--- src/rtl/risc_pkg.sv ---
// Shared definitions for the multi-cycle RISC core: opcodes, instruction field
// positions and the sequencing FSM state type.
package risc_pkg;

    localparam logic [3:0] OpAdd   = 4'h0;
    localparam logic [3:0] OpSub   = 4'h1;
    localparam logic [3:0] OpAnd   = 4'h2;
    localparam logic [3:0] OpOr    = 4'h3;
    localparam logic [3:0] OpLi    = 4'h4;
    localparam logic [3:0] OpLoad  = 4'h5;
    localparam logic [3:0] OpStore = 4'h6;
    localparam logic [3:0] OpJump  = 4'h7;
    localparam logic [3:0] OpBeq   = 4'h8;
    localparam logic [3:0] OpHalt  = 4'hF;

    localparam int unsigned OpLsb  = 12;
    localparam int unsigned RdLsb  = 10;
    localparam int unsigned Rs1Lsb = 8;
    localparam int unsigned Rs2Lsb = 6;
    localparam int unsigned ImmLsb = 0;
    localparam int unsigned ImmW   = 8;

    typedef enum logic [2:0] {
        StFetch,
        StDecode,
        StExec,
        StMem,
        StHalt
    } state_e;

endpackage

--- src/rtl/risc_core_mc_if.sv ---
// Instruction memory, data memory and I/O signals of the core; the core is the
// master, memories and the I/O environment sit on the slave side.
interface risc_core_mc_if #(
    parameter int unsigned DATA_W = 8,
    parameter int unsigned PC_W   = 8
);
    logic              imem_req;
    logic [PC_W-1:0]   imem_addr;
    logic [15:0]       imem_rdata;
    logic              imem_ack;
    logic              dmem_req;
    logic              dmem_we;
    logic [DATA_W-1:0] dmem_addr;
    logic [DATA_W-1:0] dmem_wdata;
    logic [DATA_W-1:0] dmem_rdata;
    logic              dmem_ack;
    logic [DATA_W-1:0] io_in;
    logic [DATA_W-1:0] io_out;
    logic              io_out_valid;
    logic              halted;
    logic              illegal_op;

    modport master (
        output imem_req, imem_addr,
        input  imem_rdata, imem_ack,
        output dmem_req, dmem_we, dmem_addr, dmem_wdata,
        input  dmem_rdata, dmem_ack,
        input  io_in,
        output io_out, io_out_valid, halted, illegal_op
    );

    modport slave (
        input  imem_req, imem_addr,
        output imem_rdata, imem_ack,
        input  dmem_req, dmem_we, dmem_addr, dmem_wdata,
        output dmem_rdata, dmem_ack,
        output io_in,
        input  io_out, io_out_valid, halted, illegal_op
    );

endinterface

--- src/rtl/risc_core_regfile.sv ---
// Four-entry register file: three combinational read ports, one synchronous
// write port, R0 reads as zero and ignores writes.
module risc_core_regfile #(
    parameter int unsigned DATA_W = 8
) (
    input  logic              clk,
    input  logic              reset,
    input  logic [1:0]        rs1_addr,
    input  logic [1:0]        rs2_addr,
    input  logic [1:0]        rd_addr,
    output logic [DATA_W-1:0] rs1_data,
    output logic [DATA_W-1:0] rs2_data,
    output logic [DATA_W-1:0] rd_data,
    input  logic              we,
    input  logic [1:0]        waddr,
    input  logic [DATA_W-1:0] wdata
);

    logic [DATA_W-1:0] regs_q [4];

    always_ff @(posedge clk or posedge reset) begin
        if (reset) begin
            for (int i = 0; i < 4; i++) begin
                regs_q[i] <= '0;
            end
        end else if (we && (waddr != 2'd0)) begin
            regs_q[waddr] <= wdata;
        end
    end

    assign rs1_data = (rs1_addr == 2'd0) ? '0 : regs_q[rs1_addr];
    assign rs2_data = (rs2_addr == 2'd0) ? '0 : regs_q[rs2_addr];
    assign rd_data  = (rd_addr == 2'd0) ? '0 : regs_q[rd_addr];

endmodule

--- src/rtl/risc_core_mc.sv ---
// Multi-cycle RISC core: fetch/decode/execute/memory FSM with req/ack memory
// handshakes, one memory-mapped I/O address and a sticky illegal-opcode flag.
module risc_core_mc
    import risc_pkg::*;
#(
    parameter int unsigned       DATA_W   = 8,
    parameter int unsigned       PC_W     = 8,
    parameter logic [PC_W-1:0]   RESET_PC = '0,
    parameter logic [DATA_W-1:0] IO_ADDR  = DATA_W'(8'hFF)
) (
    input logic            clk,
    input logic            reset,
    risc_core_mc_if.master bus
);

    state_e            state_q, state_d;
    logic [PC_W-1:0]   pc_q, pc_d;
    logic [15:0]       instr_q, instr_d;
    logic [DATA_W-1:0] op_a_q, op_a_d, op_b_q, op_b_d, op_r_q, op_r_d;
    logic [DATA_W-1:0] io_out_q, io_out_d;
    logic              io_valid_q, io_valid_d;
    logic              illegal_q, illegal_d;

    logic [3:0]        opcode;
    logic [1:0]        rd, rs1, rs2;
    logic [DATA_W-1:0] imm_data, eff_addr, rs1_val, rs2_val, rd_val;
    logic [PC_W-1:0]   imm_pc, pc_inc;
    logic              rf_we;
    logic [DATA_W-1:0] rf_wdata;
    logic              imem_req, dmem_req, dmem_we;
    logic [DATA_W-1:0] dmem_addr, dmem_wdata;

    assign opcode   = instr_q[OpLsb +: 4];
    assign rd       = instr_q[RdLsb +: 2];
    assign rs1      = instr_q[Rs1Lsb +: 2];
    assign rs2      = instr_q[Rs2Lsb +: 2];
    assign imm_data = DATA_W'(instr_q[ImmLsb +: ImmW]);
    assign imm_pc   = PC_W'(instr_q[ImmLsb +: ImmW]);
    assign pc_inc   = pc_q + PC_W'(1);
    assign eff_addr = op_a_q + imm_data;

    risc_core_regfile #(
        .DATA_W(DATA_W)
    ) u_regfile (
        .clk     (clk),
        .reset   (reset),
        .rs1_addr(rs1),
        .rs2_addr(rs2),
        .rd_addr (rd),
        .rs1_data(rs1_val),
        .rs2_data(rs2_val),
        .rd_data (rd_val),
        .we      (rf_we),
        .waddr   (rd),
        .wdata   (rf_wdata)
    );

    always_comb begin
        state_d    = state_q;
        pc_d       = pc_q;
        instr_d    = instr_q;
        op_a_d     = op_a_q;
        op_b_d     = op_b_q;
        op_r_d     = op_r_q;
        io_out_d   = io_out_q;
        io_valid_d = 1'b0;
        illegal_d  = illegal_q;
        rf_we      = 1'b0;
        rf_wdata   = '0;
        imem_req   = 1'b0;
        dmem_req   = 1'b0;
        dmem_we    = 1'b0;
        dmem_addr  = '0;
        dmem_wdata = '0;

        unique case (state_q)
            StFetch: begin
                imem_req = 1'b1;
                if (bus.imem_ack) begin
                    instr_d = bus.imem_rdata;
                    state_d = StDecode;
                end
            end
            StDecode: begin
                op_a_d  = rs1_val;
                op_b_d  = rs2_val;
                op_r_d  = rd_val;
                state_d = StExec;
            end
            StExec: begin
                pc_d    = pc_inc;
                state_d = StFetch;
                case (opcode)
                    OpAdd: begin rf_we = 1'b1; rf_wdata = op_a_q + op_b_q; end
                    OpSub: begin rf_we = 1'b1; rf_wdata = op_a_q - op_b_q; end
                    OpAnd: begin rf_we = 1'b1; rf_wdata = op_a_q & op_b_q; end
                    OpOr:  begin rf_we = 1'b1; rf_wdata = op_a_q | op_b_q; end
                    OpLi:  begin rf_we = 1'b1; rf_wdata = imm_data; end
                    // PC advances only once the memory phase completes
                    OpLoad, OpStore: begin
                        pc_d    = pc_q;
                        state_d = StMem;
                    end
                    OpJump: pc_d = imm_pc;
                    OpBeq:  pc_d = (op_r_q == op_a_q) ? imm_pc : pc_inc;
                    OpHalt: begin
                        pc_d    = pc_q;
                        state_d = StHalt;
                    end
                    default: illegal_d = 1'b1;
                endcase
            end
            StMem: begin
                if (eff_addr == IO_ADDR) begin
                    if (opcode == OpLoad) begin
                        rf_we    = 1'b1;
                        rf_wdata = bus.io_in;
                    end else begin
                        io_out_d   = op_r_q;
                        io_valid_d = 1'b1;
                    end
                    pc_d    = pc_inc;
                    state_d = StFetch;
                end else begin
                    dmem_req   = 1'b1;
                    dmem_we    = (opcode == OpStore);
                    dmem_addr  = eff_addr;
                    dmem_wdata = (opcode == OpStore) ? op_r_q : '0;
                    if (bus.dmem_ack) begin
                        if (opcode == OpLoad) begin
                            rf_we    = 1'b1;
                            rf_wdata = bus.dmem_rdata;
                        end
                        pc_d    = pc_inc;
                        state_d = StFetch;
                    end
                end
            end
            StHalt: state_d = StHalt;
            default: state_d = StFetch;
        endcase
    end

    always_ff @(posedge clk or posedge reset) begin
        if (reset) begin
            state_q    <= StFetch;
            pc_q       <= RESET_PC;
            instr_q    <= '0;
            op_a_q     <= '0;
            op_b_q     <= '0;
            op_r_q     <= '0;
            io_out_q   <= '0;
            io_valid_q <= 1'b0;
            illegal_q  <= 1'b0;
        end else begin
            state_q    <= state_d;
            pc_q       <= pc_d;
            instr_q    <= instr_d;
            op_a_q     <= op_a_d;
            op_b_q     <= op_b_d;
            op_r_q     <= op_r_d;
            io_out_q   <= io_out_d;
            io_valid_q <= io_valid_d;
            illegal_q  <= illegal_d;
        end
    end

    // Requests are gated by reset so an in-flight access is abandoned at once
    assign bus.imem_req     = imem_req & ~reset;
    assign bus.imem_addr    = pc_q;
    assign bus.dmem_req     = dmem_req & ~reset;
    assign bus.dmem_we      = dmem_we & ~reset;
    assign bus.dmem_addr    = dmem_addr;
    assign bus.dmem_wdata   = dmem_wdata;
    assign bus.io_out       = io_out_q;
    assign bus.io_out_valid = io_valid_q;
    assign bus.halted       = (state_q == StHalt);
    assign bus.illegal_op   = illegal_q;

endmodule

--- src/flat_wrapper.sv ---
// flat-port wrapper written by rule: the top's interface ports become plain ports
module risc_core_mc_flat import risc_pkg::*;
#(
    parameter int unsigned       DATA_W   = 8,
    parameter int unsigned       PC_W     = 8,
    parameter logic [PC_W-1:0]   RESET_PC = '0,
    parameter logic [DATA_W-1:0] IO_ADDR  = DATA_W'(8'hFF)
)
  (clk, reset, bus_imem_req, bus_imem_addr, bus_imem_rdata, bus_imem_ack, bus_dmem_req, bus_dmem_we, bus_dmem_addr, bus_dmem_wdata, bus_dmem_rdata, bus_dmem_ack, bus_io_in, bus_io_out, bus_io_out_valid, bus_halted, bus_illegal_op);
  risc_core_mc_if #(.DATA_W(DATA_W), .PC_W(PC_W)) bus_i ();
  input logic clk;
  input logic reset;
  output wire logic [$bits(bus_i.imem_req)-1:0] bus_imem_req;
  output wire logic [$bits(bus_i.imem_addr)-1:0] bus_imem_addr;
  input wire logic [$bits(bus_i.imem_rdata)-1:0] bus_imem_rdata;
  input wire logic [$bits(bus_i.imem_ack)-1:0] bus_imem_ack;
  output wire logic [$bits(bus_i.dmem_req)-1:0] bus_dmem_req;
  output wire logic [$bits(bus_i.dmem_we)-1:0] bus_dmem_we;
  output wire logic [$bits(bus_i.dmem_addr)-1:0] bus_dmem_addr;
  output wire logic [$bits(bus_i.dmem_wdata)-1:0] bus_dmem_wdata;
  input wire logic [$bits(bus_i.dmem_rdata)-1:0] bus_dmem_rdata;
  input wire logic [$bits(bus_i.dmem_ack)-1:0] bus_dmem_ack;
  input wire logic [$bits(bus_i.io_in)-1:0] bus_io_in;
  output wire logic [$bits(bus_i.io_out)-1:0] bus_io_out;
  output wire logic [$bits(bus_i.io_out_valid)-1:0] bus_io_out_valid;
  output wire logic [$bits(bus_i.halted)-1:0] bus_halted;
  output wire logic [$bits(bus_i.illegal_op)-1:0] bus_illegal_op;
  assign bus_imem_req = bus_i.imem_req;
  assign bus_imem_addr = bus_i.imem_addr;
  assign bus_i.imem_rdata = bus_imem_rdata;
  assign bus_i.imem_ack = bus_imem_ack;
  assign bus_dmem_req = bus_i.dmem_req;
  assign bus_dmem_we = bus_i.dmem_we;
  assign bus_dmem_addr = bus_i.dmem_addr;
  assign bus_dmem_wdata = bus_i.dmem_wdata;
  assign bus_i.dmem_rdata = bus_dmem_rdata;
  assign bus_i.dmem_ack = bus_dmem_ack;
  assign bus_i.io_in = bus_io_in;
  assign bus_io_out = bus_i.io_out;
  assign bus_io_out_valid = bus_i.io_out_valid;
  assign bus_halted = bus_i.halted;
  assign bus_illegal_op = bus_i.illegal_op;
  risc_core_mc #(.DATA_W(DATA_W), .PC_W(PC_W), .RESET_PC(RESET_PC), .IO_ADDR(IO_ADDR)) u_core (.clk(clk), .reset(reset), .bus(bus_i));
endmodule
--- config.mk ---
export PLATFORM = sky130hd
export DESIGN_NAME = risc_core_mc_flat
export DESIGN_NICKNAME = d
export VERILOG_FILES = /design/src/rtl/risc_pkg.sv /design/src/rtl/risc_core_mc_if.sv /design/src/rtl/risc_core_regfile.sv /design/src/rtl/risc_core_mc.sv /design/src/flat_wrapper.sv
export SDC_FILE = /design/constraint.sdc
export NUM_CORES = 1
export LEC_CHECK = 0
export CORE_ASPECT_RATIO = 0.75
export CORE_UTILIZATION = 60
export CTS_CLUSTER_SIZE = 8
export DETAILED_ROUTE_END_ITERATION = 7
export MAX_ROUTING_LAYER = met4
export PLACE_DENSITY = 0.86
export RECOVER_POWER = 25
export REMOVE_ABC_BUFFERS = 1
export SETUP_SLACK_MARGIN = 0.3
export SYNTH_ARGS = -nofsm -noshare
export SYNTH_HDL_FRONTEND = slang
export SYNTH_SLANG_ARGS = --single-unit
--- constraint.sdc ---
create_clock -name clk -period 5.7 [get_ports clk]
set_clock_uncertainty 0.1 [all_clocks]
set_input_delay 0.855 -clock clk [delete_from_list [all_inputs] [get_ports clk]]
set_output_delay 0.855 -clock clk [all_outputs]
set_load 0.02 [all_outputs]
# Yosys cells after proc, flatten, opt, wreduce, memory -nomap -nowiden
# Cells that the tools add are included.
[word_totals]
ff_bits = 93
in_bits = 36
output_inout_bits = 38
elab_cells = 117
[op_classes]
add_sub_neg = 4
n_lt_le_gt_ge = 4
eq_ne = 18
mux = 49
n_bitwise = 11
n_reduce_logical = 18
[op_table]
columns = ["operator", "n"]
rows = [
  ["8-bit two-way mux", 22],
  ["8-bit binary-select mux with 2-bit select", 3],
  ["8-bit one-hot mux with 5 select lines", 1],
  ["32-bit bitwise mux", 1],
  ["8-bit one-hot mux with 2 select lines", 2],
  ["8-bit one-hot mux with 3 select lines", 1],
  ["8-bit adder", 2],
  ["8-bit demux with 2-bit select", 1],
  ["4-bit by 3-bit equality test with 1-bit output (second input constant)", 4],
  ["3-bit one-hot mux with 5 select lines", 1],
  ["1-bit two-way mux", 12],
  ["10-bit OR reduction", 1],
  ["3-bit greater-or-equal comparator (second input constant)", 3],
  ["3-bit two-way mux", 3],
  ["2-bit NOT with 3-bit output", 3],
  ["8-bit by 1-bit adder with 8-bit output (second input constant)", 1],
  ["8-bit bitwise AND", 1],
  ["4-bit by 2-bit equality test with 1-bit output (second input constant)", 2],
  ["4-bit equality test (second input constant)", 2],
  ["8-bit equality test", 1],
  ["8-bit equality test (second input constant)", 1],
  ["8-bit OR", 1],
  ["8-bit subtractor", 1],
  ["3-bit by 2-bit equality test with 1-bit output (second input constant)", 2],
  ["other kinds (20)", 32],
]

# Depth between registers and ports, before layout
# Gate-level depths: netlist of the first run.
[logic_depth]
ltp_word = 6
ltp_mapped = 14
depth_no_buf = 13

# Hierarchy
# From an unflattened synthesis of the first run, not the netlist that was laid out.
[hier_totals]
hier_cells = 548
area_unflattened_um2 = 5591.6
[by_module_without_submodules]
columns = ["module", "instances", "cells_per_inst", "area_each_um2", "seq_area_each_um2"]
rows = [
  ["risc_core_mc", 1, 435, 4131.5, 1526.5],
  ["risc_core_regfile", 1, 113, 1460.2, 600.6],
]

# Worst setup path after synthesis of the first run
# OpenSTA, ideal clock, no wires.
[synth_path]
path_kind = "register -> output"
start = "register u_core.op_a_q[0]"
end = "output port bus_dmem_we"
arrival_ns = 2.926
required_ns = 4.745
slack_ns = 1.819
path_stages_with_launch = 12
path_buffers = 2
cell_sequence = "dfrtp_1 ha_1 inv_1 fa_1 nor2b_1 o211a_1 o211ai_1 and2_1 buf_6 or2_1 buf_2 nor4_1"
[synth_between]
elab_chain_cells = 5
[synth_lines]
columns = ["element", "line", "text"]
rows = [
  ["start, declared", "risc_core_mc.sv:19", "logic [DATA_W-1:0] op_a_q, op_a_d, op_b_q, op_b_d, op_r_q, op_r_d;"],
  ["start signal, assigned", "risc_core_mc.sv:159", "op_a_q <= op_a_d;"],
  ["8-bit adder", "risc_core_mc.sv:40", "assign eff_addr = op_a_q + imm_data;"],
  ["8-bit equality test", "risc_core_mc.sv:114", "if (eff_addr == IO_ADDR) begin"],
  ["1-bit two-way mux", "risc_core_mc.sv:114", ""],
  ["1-bit two-way mux", "risc_core_mc.sv:76", "unique case (state_q)"],
  ["1-bit bitwise AND", "risc_core_mc.sv:172", "assign bus.dmem_we = dmem_we & ~reset;"],
  ["end, declared", "flat_wrapper.sv:18", "output wire logic [$bits(bus_i.dmem_we)-1:0] bus_dmem_we;"],
]
# No other way between the ends.

# Worst setup path after layout of the first run
[layout_path]
start = "register u_core.op_a_q[0]"
end = "output port bus_dmem_wdata[6]"
[layout_between]
elab_chain_cells = 4
[layout_lines]
columns = ["element", "line", "text"]
rows = [
  ["8-bit adder", "risc_core_mc.sv:40", ""],
  ["8-bit equality test", "risc_core_mc.sv:114", ""],
  ["8-bit two-way mux", "risc_core_mc.sv:114", ""],
  ["8-bit two-way mux", "risc_core_mc.sv:76", ""],
  ["end, declared", "flat_wrapper.sv:20", "output wire logic [$bits(bus_i.dmem_wdata)-1:0] bus_dmem_wdata;"],
]
# No other way between the ends.

==> impl_metrics.json, run 1 <==
{
  "slew-limit-headroom": -0.497,
  "postCtsSetupBuffers": 0,
  "antenna_found_initial": 0,
  "synth-compound-area-share": 0.180,
  "placed_area_sq_um": 6220,
  "synthFlopType": "dfrtp_1",
  "cts_hold_buf": 0,
  "worstMarginPinSlew_ns": 2.23,
  "synth_fa_ha_area_frac": 0.0482,
  "ys_types": 62,
  "min_period_ns": 5.16,
  "muxShareOfSynthArea": 0.144,
  "criticalPathCategory": "reg -> out",
  "area_growth_pct": 18.4,
  "insertion_delay_ns": 0.36,
  "netlist_area_sq_um": 5500,
  "crit_path_cell_trace": "ha_1, inv_1, fa_1, xor2_1, nor3_1, o311ai_1, nor4_2, and2_1, buf_4, or2_1, nor3_4, and2_1, clkdlybuf4s50_1",
  "cts_tree": "built",
  "min_path_type": "reg -> reg",
  "worstPathArrival_ns": 4.20,
  "slew_viol_final": 50,
  "grt_pass1_vias": 4446,
  "synth.most_common_cell": "dfrtp_1",
  "ys_seq_area_frac": 0.386,
  "drt-wirelength-per-cell_um": 21.4,
  "avgViaCountPerCell": 6.60,
  "io_pins": 74,
  "die_width_um": 113,
  "die_y_um": 84.9,
  "synth_top_area_share": 0.386,
  "drtIter0Drc": 542,
  "antennaDiodeCount": 0,
  "stdcell_area_sq_um": 6520,
  "grt_max_degree": 50,
  "ant_nets": 0,
  "ys_ff_latch": 85,
  "yosys.area.top_type": "dfrtp_1",
  "async_flop_share": 1.00,
  "synth_top_family_by_area": "compound AO/OA/AOI/OAI gates",
  "grt_pass1_wl_um": 25000,
  "core_sq_um": 8670,
  "synth_area_per_cell_sq_um": 9.66,
  "dr.pass1.iters": 5,
  "cts-root-buf": "clkbuf_16",
  "numCtsBuffers": 9,
  "outcome": "complete, but fails checks",
  "path_clk_slew_ns": 0.07,
  "nFillCells": 608,
  "setup_tns_ns": 0,
  "hold_violations": 0,
  "setup_viol": 0,
  "period_share": 0.905,
  "vias": 4835,
  "rows": 29,
  "worstSetupEndpointType": "primary output",
  "cp.required_ns": 4.74,
  "synth_area_leaders": "dfrtp_1 (39%), mux2_2 (13%), a21oi_1 (5.0%)",
  "synthSimpleGateAreaFrac": 0.152,
  "fmax_mhz": 194,
  "htreeDepth": 3,
  "vdd_ir_drop_max_mv": 0.362,
  "place_congestion": 1.00,
  "crit_slowest_cell": "clkdlybuf4s50_1",
  "dieArea_sq_um": 9560,
  "drc": 0,
  "grt_use_total": 0.361,
  "cts.repair.resized": 0,
  "final_nets": 676,
  "powerDensity_nw_per_um2": 647,
  "critPathMaxFanout": 15,
  "drive_gt1_frac": 0.168,
  "power.leakage_nw": 2.74,
  "overflow": 0,
  "start_util": 0.635,
  "synth-edff-count": 0,
  "max_cap_viol_count": 1,
  "violations": "max-capacitance violations, max-slew violations",
  "cp_common_cell": "and2_1",
  "synth.yosys.warnings": 0,
  "synthXorXnorAreaFrac": 0.0430,
  "max_stage_delay_ns": 0.54,
  "dp_hpwl_um": 11400,
  "portBuffers": 73,
  "cts_buffer_depth": 2,
  "synth_commonest_cells": "dfrtp_1 (85), mux2_2 (64), a21oi_1 (55)",
  "drt-total-wl_um": 15700,
  "start_kind": "flop",
  "rsz0062_at_grt": "no",
  "clock-sinks": 85,
  "synth_cells": 570
}
==> cell families after synthesis <==
logic type	count (synthesis)
and+or+nand+nor	164
xor gates and xnor gates	27
muxes	71
adders and majority gates	20
DFF	85
buffers and inverters	57
AOI/OAI and AO/OA	146
==> stage by stage <==
step | utilization | std cells | hold WS, ns | setup slack (ns) | power, mW
floorplan | - | 532 | 0.400 | 1.77 | 2.81
global placement | 0.718 | 717 | 0.358 | 1.05 | 3.47
detailed placement | 0.718 | 717 | 0.359 | 0.952 | 3.55
CTS | 0.751 | 733 | 0.380 | 0.576 | 4.15
global route | 0.751 | 733 | 0.390 | 0.378 | 4.47
finish | 0.751 | 733 | 0.380 | 0.541 | 4.22
==> critical path, delay by kind of cell, from the launching register on <==
kind / cells / cell delay [ns]
AND/OR/NAND/NOR: 6 / 1.58
flip-flops: 1 / 0.41
buffers and inverters: 3 / 0.83
XOR/XNOR: 1 / 0.19
adder cells (fa/ha/maj): 2 / 0.67
AO/OA/AOI/OAI: 1 / 0.15
==> layout make-up <==
cell class | count | area [sq um] | share of cell area
Inverter | 19 | 72.6 | 0.0111
Timing Repair Buffer | 77 | 761 | 0.117
Clock inverter | 7 | 65.1 | 0.00998
Sequential cell | 85 | 2130 | 0.327
Clock buffer | 9 | 225 | 0.0346
Tap cell | 108 | 135 | 0.0207
Multi-Input combinational cell | 428 | 3130 | 0.480
==> state kept, by name, summed over array words and instances (netlist names) <==
signal and count:
u_core.bus.io_out 8, u_core.instr_q 16, u_core.bus.io_out_valid 1, u_core.op_a_q 8
u_core.u_regfile.regs_q 24, u_core.op_b_q 8, u_core.state_q 3, u_core.bus.imem_addr 8
u_core.op_r_q 8, u_core.bus.illegal_op 1
==> final timing paths <==
kind / cells after the start / slack (ns) / from / end
setup / recovery: 13 / 0.54 / u_core.op_a_q[0] / bus_dmem_wdata[6]
hold / removal: 1 / 0.38 / u_core.bus.illegal_op / u_core.bus.illegal_op
setup reg to reg: 13 / 1.30 / u_core.instr_q[12] / u_core.u_regfile.regs_q[23]
hold reg to reg: 1 / 0.38 / u_core.bus.illegal_op / u_core.bus.illegal_op
max in group asynchronous: 3 / 2.68 / reset / u_core.u_regfile.regs_q[11]
min in group asynchronous: 2 / 1.53 / reset / u_core.bus.imem_addr[7]
==> where the power goes <==
group          switching, mW  internal (mW)  total [mW]
Sequential             0.476          0.851        1.33
Combinational           1.31          0.998        2.30
Clock                  0.281          0.306       0.587
==> routing by layer <==
layer	GRT usage	vias up	share of wire
li1	-	2187	-
met1	0.513	2345	0.44
met2	0.527	275	0.45
met3	0.0729	28	0.096
met4	0.0970	0	0.017
met5	-	-	0
==> cells in the final DEF (no fill, tap or decap), types with 17 or more instances in the layout <==
cell and count:
a21oi_1 55, a22oi_1 24, clkdlybuf4s50_1 72, dfrtp_1 84
ha_1 18, inv_1 18, mux2_2 64, nand2_1 27
nor2_1 51, o21ai_0 17
(Power assumes the default switching activity.)
==> run 2: changes to the inputs <==
--- a/config.mk
+++ b/config.mk
@@ -7,6 +7,7 @@
 export LEC_CHECK = 0
 export CORE_ASPECT_RATIO = 0.75
 export CORE_UTILIZATION = 60
+export CTS_BUF_LIST = sky130_fd_sc_hd__clkbuf_8 sky130_fd_sc_hd__clkbuf_16
 export CTS_CLUSTER_SIZE = 8
 export DETAILED_ROUTE_END_ITERATION = 7
 export MAX_ROUTING_LAYER = met4
==> results of run 2 <==
No change in the layout: final DEF, timing and power equal those of run 1.
==> run 3: changes to the inputs <==
--- a/config.mk
+++ b/config.mk
@@ -6,12 +6,11 @@
 export NUM_CORES = 1
 export LEC_CHECK = 0
 export CORE_ASPECT_RATIO = 0.75
-export CORE_UTILIZATION = 60
+export CORE_UTILIZATION = 34
 export CTS_BUF_LIST = sky130_fd_sc_hd__clkbuf_8 sky130_fd_sc_hd__clkbuf_16
 export CTS_CLUSTER_SIZE = 8
 export DETAILED_ROUTE_END_ITERATION = 7
 export MAX_ROUTING_LAYER = met4
-export PLACE_DENSITY = 0.86
 export RECOVER_POWER = 25
 export REMOVE_ABC_BUFFERS = 1
 export SETUP_SLACK_MARGIN = 0.3
==> run 3 against run 2 <==
Net effect:
- routed wire length rose by 8.7%
- count of clock-buffer cells in the layout rose by 2
- critical path type unchanged
- the flow still finishes with violations (max-capacitance violations, max-slew violations)
- design area rose by 1.8%
==> impl_metrics.json, run 3 (synthesized netlist as in run 1, its figures left out) <==
{
  "violations": "max-capacitance violations, max-slew violations",
  "cp_common_cell": "and2_1",
  "p_seq_frac": 0.318,
  "final_common_cell": "dfrtp_1",
  "swShare": 0.486,
  "insertion_delay_ns": 0.35,
  "busiest_layer": "met1",
  "grt_max_degree": 58,
  "io_pins": 74,
  "largest-register": "u_core.u_regfile.regs_q",
  "place_congestion": 0.936,
  "path_clk_slew_ns": 0.06,
  "clkPwrFrac": 0.134,
  "fmax_mhz": 196,
  "vias": 4736,
  "clock-sinks": 85,
  "hold_end": "u_core.bus.illegal_op",
  "drtIter0Drc": 512,
  "grt_use_total": 0.218,
  "criticalPathCategory": "reg -> out",
  "critPathMaxFanout": 15,
  "drc": 0,
  "hold_path_startpoint": "u_core.bus.illegal_op",
  "slew_viol_final": 39,
  "rr_worst_depth": 13,
  "area_growth_pct": 20.5,
  "setup_tns_ns": 0,
  "die_y_um": 112,
  "powerDensity_nw_per_um2": 638,
  "grt_use_met3": 0.0415,
  "max_stage_delay_ns": 0.60,
  "largest_register_ffs": 24,
  "start_kind": "flop",
  "numCtsBuffers": 9,
  "max_cap_viol_count": 1,
  "ant_nets": 0,
  "start_util": 0.355,
  "overflow": 0,
  "drt-wirelength-per-cell_um": 20.5,
  "rows": 39,
  "cts_hold_buf": 0,
  "drive_gt1_frac": 0.164,
  "avgViaCountPerCell": 5.69,
  "cts_buffer_depth": 2,
  "regToRegStartpoint": "u_core.instr_q[12]",
  "crit_slowest_cell": "clkdlybuf4s50_1",
  "antenna_found_initial": 0,
  "vdd_ir_drop_max_mv": 0.273,
  "r2r-end": "u_core.u_regfile.regs_q[15]",
  "rsz0062_at_grt": "no",
  "htreeDepth": 3,
  "worstMarginPinSlew_ns": 1.56,
  "worstPathArrival_ns": 4.16,
  "hold_path_depth": 1,
  "cts_tree": "built",
  "grt_pass1_wl_um": 26500,
  "drt-total-wl_um": 17100,
  "p_sw_mw": 2.06,
  "die_width_um": 149,
  "grt_use_met2": 0.282,
  "slew-limit-headroom": -0.0400,
  "dieArea_sq_um": 16700,
  "power.leakage_nw": 2.75,
  "outcome": "complete, but fails checks",
  "min_period_ns": 5.11,
  "gr-usage-met1": 0.341,
  "grt_pass1_vias": 4463,
  "core_sq_um": 15500,
  "period_share": 0.897,
  "final_cell_mix": "dfrtp_1 (84), clkdlybuf4s50_1 (71), mux2_2 (64)",
  "reg2reg_slack_ns": 1.08,
  "worstSetupEndpointType": "primary output",
  "reg_top3": "u_core.u_regfile.regs_q: 24 flops, u_core.instr_q: 16 flops",
  "setup_viol": 0,
  "portBuffers": 73,
  "crit_path_cell_trace": "ha_1, inv_1, fa_1, nor2b_1, o211a_1, o211ai_1, and2_1, buf_4, or2_1, nor3_4, and2_1, clkdlybuf4s50_1",
  "combPwrFrac": 0.548,
  "hold_violations": 0,
  "cts-root-buf": "clkbuf_16",
  "min_path_type": "reg -> reg",
  "final_nets": 678,
  "dr.pass1.iters": 5,
  "intPower_mw": 2.17,
  "cp.required_ns": 4.74,
  "antennaDiodeCount": 0,
  "finalPower_mw": 4.23,
  "dp_hpwl_um": 12700
}
## run 3: metrics by stage
step	util	worst slack (ns)	cell area, sq um	instances	hold WS, ns
after floorplan	-	1.77	5320	532	0.400
final	0.428	0.587	6630	832	0.380
after global placement	0.410	0.981	6360	816	0.356
after CTS	0.428	0.533	6640	832	0.382
after detailed placement	0.410	0.906	6360	816	0.357
after global routing	0.428	0.369	6630	832	0.398
## run 3: critical path, delay by kind of cell, from the launching register on
| family | cells | cell delay [ns] |
|---|---|---|
| DFF | 1 | 0.40 |
| adders and majority gates | 2 | 0.66 |
| AOI/OAI and AO/OA | 2 | 0.43 |
| buffers and inverters | 3 | 0.86 |
| and+or+nand+nor | 5 | 1.44 |
## run 3: what timing repair did
action                     CTS  global route
hold endpoints to repair     0             0
setup endpoints to repair    0             1
buffers inserted             0             0
gates resized for setup      0             1
## run 3: worst max-delay path by stage
| stage | start | end | slack, ns | depth (start not counted) |
|---|---|---|---|---|
| 5_1_grt | u_core.op_a_q[0] | bus_dmem_wdata[3] | 0.37 | 12 |
| 3_5_place_dp | u_core.instr_q[6] | bus_dmem_wdata[1] | 0.91 | 11 |
| 2_1_floorplan | u_core.op_a_q[0] | bus_dmem_we | 1.77 | 9 |
| 3_3_place_gp | u_core.instr_q[6] | bus_dmem_wdata[7] | 0.98 | 11 |
| 4_1_cts | u_core.instr_q[6] | bus_dmem_wdata[1] | 0.53 | 11 |
| 6_report | u_core.op_a_q[0] | bus_dmem_wdata[3] | 0.59 | 12 |
## run 3: area by class of cell
class	instances	area (sq um)
Clock inverter	5	27.5
Timing Repair Buffer	79	772
Tap cell	205	256
Multi-Input combinational cell	428	3120
Fill cell	1496	8880
Inverter	19	72.6
Sequential cell	85	2130
Clock buffer	11	253
## run 3: power by group through the flow
stage / registers [mW] / clock network [mW] / logic [mW]
after floorplan: 1.20 / 0 / 1.61
after global placement: 1.33 / 0 / 2.23
after detailed placement: 1.34 / 0 / 2.25
after CTS: 1.33 / 0.578 / 2.28
after global routing: 1.39 / 0.607 / 2.52
final: 1.35 / 0.569 / 2.32
## run 3: per-layer routing
metal  up-vias  wire, um
li1       2184         -
met1      2355      8940
met2       179      6860
met3        18      1070
met4         0       225
met5         -         0
